## src/rtl/gb_io_responder_pkg.sv

```systemverilog
// Shared CPU package: high-page address map, interrupt bit order and timer tap encoding.
package gb_io_responder_pkg;

  localparam int unsigned ADDR_W = 16;
  localparam int unsigned DATA_W = 8;
  localparam int unsigned IRQ_W  = 5;

  localparam logic [ADDR_W-1:0] ADDR_DIV       = 16'hFF04;
  localparam logic [ADDR_W-1:0] ADDR_TIMA      = 16'hFF05;
  localparam logic [ADDR_W-1:0] ADDR_TMA       = 16'hFF06;
  localparam logic [ADDR_W-1:0] ADDR_TAC       = 16'hFF07;
  localparam logic [ADDR_W-1:0] ADDR_IF        = 16'hFF0F;
  localparam logic [ADDR_W-1:0] ADDR_HRAM_BASE = 16'hFF80;

  typedef enum logic [2:0] {
    IRQ_VBLANK = 3'd0,
    IRQ_STAT,
    IRQ_TIMER,
    IRQ_SERIAL,
    IRQ_JOYPAD
  } irq_bit_t;

  // TAC[1:0] selects which divider bit clocks TIMA
  typedef enum logic [1:0] {
    TAC_CLK_1024 = 2'b00,
    TAC_CLK_16   = 2'b01,
    TAC_CLK_64   = 2'b10,
    TAC_CLK_256  = 2'b11
  } tac_clk_sel_t;

  typedef struct packed {
    logic div;
    logic tima;
    logic tma;
    logic tac;
  } timer_wr_t;

endpackage

```

## src/rtl/gb_io_responder_timer.sv

```systemverilog
// Divider, TIMA/TMA/TAC and falling-edge tick detection.
// GB_TIMER_RELOAD_DELAY_EN adds the 4-clk TIMA=0x00 window before the TMA reload.
module gb_timer
  import gb_io_responder_pkg::*;
#(
  parameter int unsigned DIV_WIDTH = 16
) (
  input  logic       clk,
  input  logic       reset,
  input  timer_wr_t  wr,
  input  logic [7:0] wdata,
  output logic [7:0] div_q,
  output logic [7:0] tima_q,
  output logic [7:0] tma_q,
  output logic [2:0] tac_q,
  output logic       timer_irq_c
);

  logic [DIV_WIDTH-1:0] div_cnt, div_nxt;
  logic [7:0]           tima_nxt, tma_nxt;
  logic [2:0]           tac_nxt;
  logic                 fall;
`ifdef GB_TIMER_RELOAD_DELAY_EN
  logic                 rl_pend, rl_pend_nxt;
  logic [1:0]           rl_cnt, rl_cnt_nxt;
`endif

  function automatic logic tick_of(input logic [DIV_WIDTH-1:0] d, input logic [2:0] t);
    logic b;
    b = d[9];
    case (tac_clk_sel_t'(t[1:0]))
      TAC_CLK_16:  b = d[3];
      TAC_CLK_64:  b = d[5];
      TAC_CLK_256: b = d[7];
      default:     b = d[9];
    endcase
    return t[2] & b;
  endfunction

  assign div_q = div_cnt[DIV_WIDTH-1 -: 8];

  // Edge is taken between current and next divider/TAC so DIV/TAC writes can glitch a tick
  always_comb begin
    div_nxt     = wr.div ? '0 : div_cnt + DIV_WIDTH'(1);
    tac_nxt     = wr.tac ? wdata[2:0] : tac_q;
    tma_nxt     = wr.tma ? wdata : tma_q;
    fall        = tick_of(div_cnt, tac_q) & ~tick_of(div_nxt, tac_nxt);
    tima_nxt    = tima_q;
    timer_irq_c = 1'b0;
`ifdef GB_TIMER_RELOAD_DELAY_EN
    rl_pend_nxt = rl_pend;
    rl_cnt_nxt  = rl_cnt;
    if (wr.tima) begin
      tima_nxt    = wdata;
      rl_pend_nxt = 1'b0;
      rl_cnt_nxt  = 2'd0;
    end else if (rl_pend) begin
      if (rl_cnt == 2'd3) begin
        tima_nxt    = tma_nxt;
        timer_irq_c = 1'b1;
        rl_pend_nxt = 1'b0;
        rl_cnt_nxt  = 2'd0;
      end else begin
        rl_cnt_nxt = rl_cnt + 2'd1;
      end
    end else if (fall) begin
      tima_nxt = tima_q + 8'd1;
      if (tima_q == 8'hFF) begin
        rl_pend_nxt = 1'b1;
        rl_cnt_nxt  = 2'd0;
      end
    end
`else
    if (wr.tima) begin
      tima_nxt = wdata;
    end else if (fall) begin
      if (tima_q == 8'hFF) begin
        tima_nxt    = tma_nxt;
        timer_irq_c = 1'b1;
      end else begin
        tima_nxt = tima_q + 8'd1;
      end
    end
`endif
  end

  always_ff @(posedge clk or negedge reset) begin
    if (!reset) begin
      div_cnt <= '0;
      tima_q  <= 8'h00;
      tma_q   <= 8'h00;
      tac_q   <= 3'b000;
`ifdef GB_TIMER_RELOAD_DELAY_EN
      rl_pend <= 1'b0;
      rl_cnt  <= 2'd0;
`endif
    end else begin
      div_cnt <= div_nxt;
      tima_q  <= tima_nxt;
      tma_q   <= tma_nxt;
      tac_q   <= tac_nxt;
`ifdef GB_TIMER_RELOAD_DELAY_EN
      rl_pend <= rl_pend_nxt;
      rl_cnt  <= rl_cnt_nxt;
`endif
    end
  end

endmodule

```

## src/rtl/gb_io_responder.sv

```systemverilog
// High-page bus responder: address decode, HRAM, IF register and registered read mux.
// Optional macro GB_TIMER_RELOAD_DELAY_EN is consumed by gb_timer.
module gb_io_responder
  import gb_io_responder_pkg::*;
#(
  parameter int unsigned DIV_WIDTH  = 16,
  parameter int unsigned HRAM_DEPTH = 127
) (
  input  logic              clk,
  input  logic              reset,
  input  logic              bus_req_i,
  input  logic              bus_wr_i,
  input  logic [ADDR_W-1:0] bus_addr_i,
  input  logic [DATA_W-1:0] bus_wdata_i,
  output logic [DATA_W-1:0] bus_rdata_o,
  output logic              bus_rvalid_o,
  output logic              bus_hit_o,
  input  logic [IRQ_W-1:0]  irq_req_i,
  input  logic [IRQ_W-1:0]  irq_ack_i,
  output logic [IRQ_W-1:0]  if_o
);

  localparam int unsigned HRAM_AW = $clog2(HRAM_DEPTH);

  logic [DATA_W-1:0] hram [HRAM_DEPTH];
  logic [ADDR_W-1:0] hram_off;
  logic              hram_hit, hram_we, wr_req, if_wr, hit_c, timer_irq_c;
  logic [DATA_W-1:0] rd_c, div_q, tima_q, tma_q;
  logic [2:0]        tac_q;
  logic [IRQ_W-1:0]  if_nxt;
  timer_wr_t         twr;

  gb_timer #(.DIV_WIDTH(DIV_WIDTH)) u_timer (
    .clk         (clk),
    .reset       (reset),
    .wr          (twr),
    .wdata       (bus_wdata_i),
    .div_q       (div_q),
    .tima_q      (tima_q),
    .tma_q       (tma_q),
    .tac_q       (tac_q),
    .timer_irq_c (timer_irq_c)
  );

  assign wr_req   = bus_req_i & bus_wr_i;
  assign hram_off = bus_addr_i - ADDR_HRAM_BASE;
  assign hram_hit = (bus_addr_i >= ADDR_HRAM_BASE) && (32'(hram_off) < HRAM_DEPTH);

  // Decode, write strobes and read mux; unmapped reads float high
  always_comb begin
    rd_c    = 8'hFF;
    hit_c   = 1'b0;
    twr     = '0;
    if_wr   = 1'b0;
    hram_we = 1'b0;
    case (bus_addr_i)
      ADDR_DIV:  begin hit_c = 1'b1; rd_c = div_q;             twr.div  = wr_req; end
      ADDR_TIMA: begin hit_c = 1'b1; rd_c = tima_q;            twr.tima = wr_req; end
      ADDR_TMA:  begin hit_c = 1'b1; rd_c = tma_q;             twr.tma  = wr_req; end
      ADDR_TAC:  begin hit_c = 1'b1; rd_c = {5'b11111, tac_q}; twr.tac  = wr_req; end
      ADDR_IF:   begin hit_c = 1'b1; rd_c = {3'b111, if_o};    if_wr    = wr_req; end
      default: begin
        if (hram_hit) begin
          hit_c   = 1'b1;
          rd_c    = hram[hram_off[HRAM_AW-1:0]];
          hram_we = wr_req;
        end
      end
    endcase
  end

  // IF: write, then ack clears, then sets win
  always_comb begin
    if_nxt = if_o;
    if (if_wr) if_nxt = bus_wdata_i[IRQ_W-1:0];
    if_nxt = if_nxt & ~irq_ack_i;
    if_nxt = if_nxt | irq_req_i;
    if_nxt[IRQ_TIMER] = if_nxt[IRQ_TIMER] | timer_irq_c;
  end

  always_ff @(posedge clk) begin
    if (hram_we) hram[hram_off[HRAM_AW-1:0]] <= bus_wdata_i;
  end

  always_ff @(posedge clk or negedge reset) begin
    if (!reset) begin
      bus_rdata_o  <= 8'h00;
      bus_rvalid_o <= 1'b0;
      bus_hit_o    <= 1'b0;
      if_o         <= '0;
    end else begin
      bus_rvalid_o <= bus_req_i & ~bus_wr_i;
      bus_hit_o    <= bus_req_i & hit_c;
      if (bus_req_i && !bus_wr_i) bus_rdata_o <= rd_c;
      if_o         <= if_nxt;
    end
  end

endmodule

```

## config.mk

```make
export PLATFORM = sky130hd
export DESIGN_NAME = gb_io_responder
export DESIGN_NICKNAME = d
export VERILOG_FILES = /design/src/rtl/gb_io_responder_pkg.sv /design/src/rtl/gb_io_responder_timer.sv /design/src/rtl/gb_io_responder.sv
export SDC_FILE = /design/constraint.sdc
export NUM_CORES = 1
export LEC_CHECK = 0
export BUFFER_PORTS_ARGS = -buffer_cell sky130_fd_sc_hd__buf_2
export CAP_MARGIN = 20
export CORE_MARGIN = 5
export CORE_UTILIZATION = 45
export CTS_BUF_LIST = sky130_fd_sc_hd__clkbuf_2 sky130_fd_sc_hd__clkbuf_4 sky130_fd_sc_hd__clkbuf_8
export CTS_CLUSTER_SIZE = 30
export DETAILED_ROUTE_END_ITERATION = 10
export PLACE_DENSITY = 0.72
export SYNTH_ARGS = -nofsm -noshare
export SYNTH_HDL_FRONTEND = slang
export SYNTH_SLANG_ARGS = --single-unit
```

## constraint.sdc

```tcl
create_clock -name clk -period 2.85 [get_ports clk]
set_input_delay 0.285 -clock clk [delete_from_list [all_inputs] [get_ports clk]]
set_output_delay 0.285 -clock clk [all_outputs]
set_load 0.005 [all_outputs]
```

==> out/metrics.cfg <==
[status]
status=finished, final reports clean

[placed_design]
dpl-instance-area_um2=47000
port_buffers=52
place_hpwl_um=86300
gp_congestion=0.960
pre_cts_ws_ps=-504

[critical_path]
cp_data_required_time_ps=3540
endpoint_kind=flip-flop
r2r_end=bus_rdata_o[0]
critPathKind=reg2reg
critical_path.top_delay_family=compound AO/OA/AOI/OAI gates
slowest_stage=nor4_2
crit-reg2reg-launch=hram[59][0]
cp_slowest_stage_delay_ps=540
critical_path.max_fanout=1
reg2regPathDepth=8
cp_data_arrival_time_ps=3390
crit_top_cell=a221oi_1
path_cells=mux2_2 -> a221oi_1 -> nor2_1 -> a221oi_1 -> o22a_1 -> o21ai_0 -> nor4_2 -> o31ai_1
regToRegSetupSlack_ps=150
path_buf_inv=0
startpoint_type=flip-flop

[die]
dieHeight_um=315
ioPinCount=53
rows=111
die_w_um=315
core_um2=91800
initial_utilization=0.455
die_area_um2=98900

[global_routing]
grt_pass1_vias=27700
grt_first_pass_wirelength_um=191000
grt-ovfl-total=0
grt_use_total=0.263
antenna_found_initial=10
grt_max_degree=125

[clock_network]
cts_tree=yes
clock-sinks=1066
cts-root-buf=clkbuf_8
cts_buffer_depth=3
post_cts_buffers=0
numCtsBuffers=168
worstSkewPairLatency_ps=820
htreeDepth=4
path_clk_slew_ps=60

[min_path]
hold-path-endpoint=bus_rdata_o[3]
hold_path_depth=4
hp-start=bus_addr_i[5]
hold_class=in2reg

[routing]
wl_per_cell_um=29.7
wl_met3_um=17500
drt-met1-wl_um=48900
drc_errors=0
vias=27900
vias_per_cell=6.27
ant_nets=0
routed_wirelength_um=132000
firstDrtPassIters=5
top_layer_used=met5
wl_met2_um=59500
first_iter_violations=4284

[timing]
fin_setup_tns_ps=0
hold_viol=0
setup_viol=0
worstMarginPinSlew_ps=955
final_max_slew_viol_count=0
post-route-period-util=0.948
slew_headroom=0.364
fmax_mhz=370
fin_skew_ps=25.7
setup_ws_ps=149
min_period_ps=2700
grt_setup_unrepaired=false

[pwr]
seq_power_share=0.542
pwr-share-comb=0.063
intPower_w=0.0244
peakVddDrop_uv=308
power_density_nw_per_um2=628
clkPwrFrac=0.396
p_sw_frac=0.231
p_leak_nw=16.9
p_sw_w=0.00732
total_power_w=0.0317

[finish]
fill_cells=7004
synthToLayoutAreaGrowth_pct=21.0
stdcell_area_um2=50500
drive_gt1_frac=0.286
final_cell_mix=edfxtp_1, buf_4, nor2_1, clkbuf_8, a22oi_1
multiInputGateArea_um2=9470
layout.nets=3115
layout_commonest_cell=edfxtp_1
seq_area_um2=31800

[synthesis]
ys.warnings.count=0
synth_area_leader_cell=edfxtp_1
ys_seq_area_frac=0.761
syn-cell-area_um2=41700
synth_top_area_share=0.731
ys_types=76
syn_inst=2563
synth_area_per_cell_um2=16.3
synth_seq_cells=1066
synth_nets=2604
synth_edf_count=1016
synth.area.top_cells=edfxtp_1, dfrtp_1, a221oi_1
synthArstFlopShare=0.0469
synthFlopType=edfxtp_1

[run]
maxCapViolations=0

[flip-flops by register name, summed over array words and instances (netlist names), 3 cells and up]
| register | cells |
|---|---|
| hram | 1016 |
| u_timer.div_cnt | 16 |
| bus_rdata_o | 8 |
| u_timer.tima_q | 8 |
| u_timer.tma_q | 8 |
| if_o | 5 |
| u_timer.tac_q | 3 |
[worst min-delay path: stages]
cell	delay, ps
buf_2	110
buf_4	220
o211ai_1	140
a21oi_1	80
[logic make-up after synthesis]
group	synth area share
compound gates	0.114
xor+xnor	0.00294
fa+ha+maj	0.000900
buf+inv	0.0173
flops	0.761
mux	0.0548
simple gates	0.0486
[metal layers]
| layer | vias up | global-route usage |
|---|---|---|
| met5 | - | 0 |
| met4 | 2 | 0.115 |
| met3 | 362 | 0.0776 |
| met2 | 2192 | 0.399 |
| met1 | 13900 | 0.358 |
| li1 | 11400 | - |
[stage by stage]
stage / cells / hold WS [ps] / util
after floorplan: 2563 / -10.6 / -
after global placement: 4124 / 420 / 0.512
after detailed placement: 4124 / 444 / 0.512
after CTS: 4444 / 8.19 / 0.550
after global routing: 4447 / 53.0 / 0.550
final: 4450 / 60.5 / 0.550
[cell usage after synthesis, drive strengths merged, types with 17 or more instances]
cell,n
a21oi,104
dfrtp,50
nand2,99
clkbuf,119
edfxtp,1016
a22o,45
a221o,26
nand3,27
nor2,224
mux2i,81
mux4,19
a31oi,41
nor2b,18
nand4,17
a22oi,131
a221oi,126
mux2,93
buf,52
o21ai,82
[how the worst max path moves through the flow]
stage / endpoint / cells after the start / slack, ps / startpoint
3_3_place_gp: bus_rdata_o[6] / 12 / -430 / bus_addr_i[0]
4_1_cts: bus_rdata_o[0] / 8 / 20 / hram[59][0]
2_1_floorplan: hram[57][0] / 8 / -130 / bus_addr_i[2]
5_1_grt: bus_rdata_o[0] / 8 / 0.5 / hram[59][0]
6_report: bus_rdata_o[0] / 8 / 150 / hram[59][0]
3_5_place_dp: bus_rdata_o[0] / 11 / -500 / bus_addr_i[0]
[layout make-up]
| type | instances | share of cell area |
|---|---|---|
| repair buffers | 512 | 0.0880 |
| clock buffers | 223 | 0.0545 |
| flip-flops and latches | 1066 | 0.629 |
| well taps | 1243 | 0.0308 |
| clock inverters | 74 | 0.00922 |
| inverters | 11 | 0.000818 |
| multi-input cells | 1315 | 0.188 |
| diodes | 6 | 0.000297 |
[power groups by stage]
stage          Combinational [W]  Sequential (W)  Clock, W
2_1_floorplan           0.000760          0.0175         0
3_3_place_gp             0.00186          0.0175         0
3_5_place_dp             0.00189          0.0175         0
4_1_cts                  0.00192          0.0172    0.0127
5_1_grt                  0.00204          0.0172    0.0134
6_report                 0.00199          0.0172    0.0126
[what timing repair did]
action | CTS | global route
setup endpoints to repair | 0 | 1
hold buffers | 23 | 0
endpoints found under the hold margin | 114 | 0
resized for setup | 0 | 1
(Power assumes the default switching activity.)
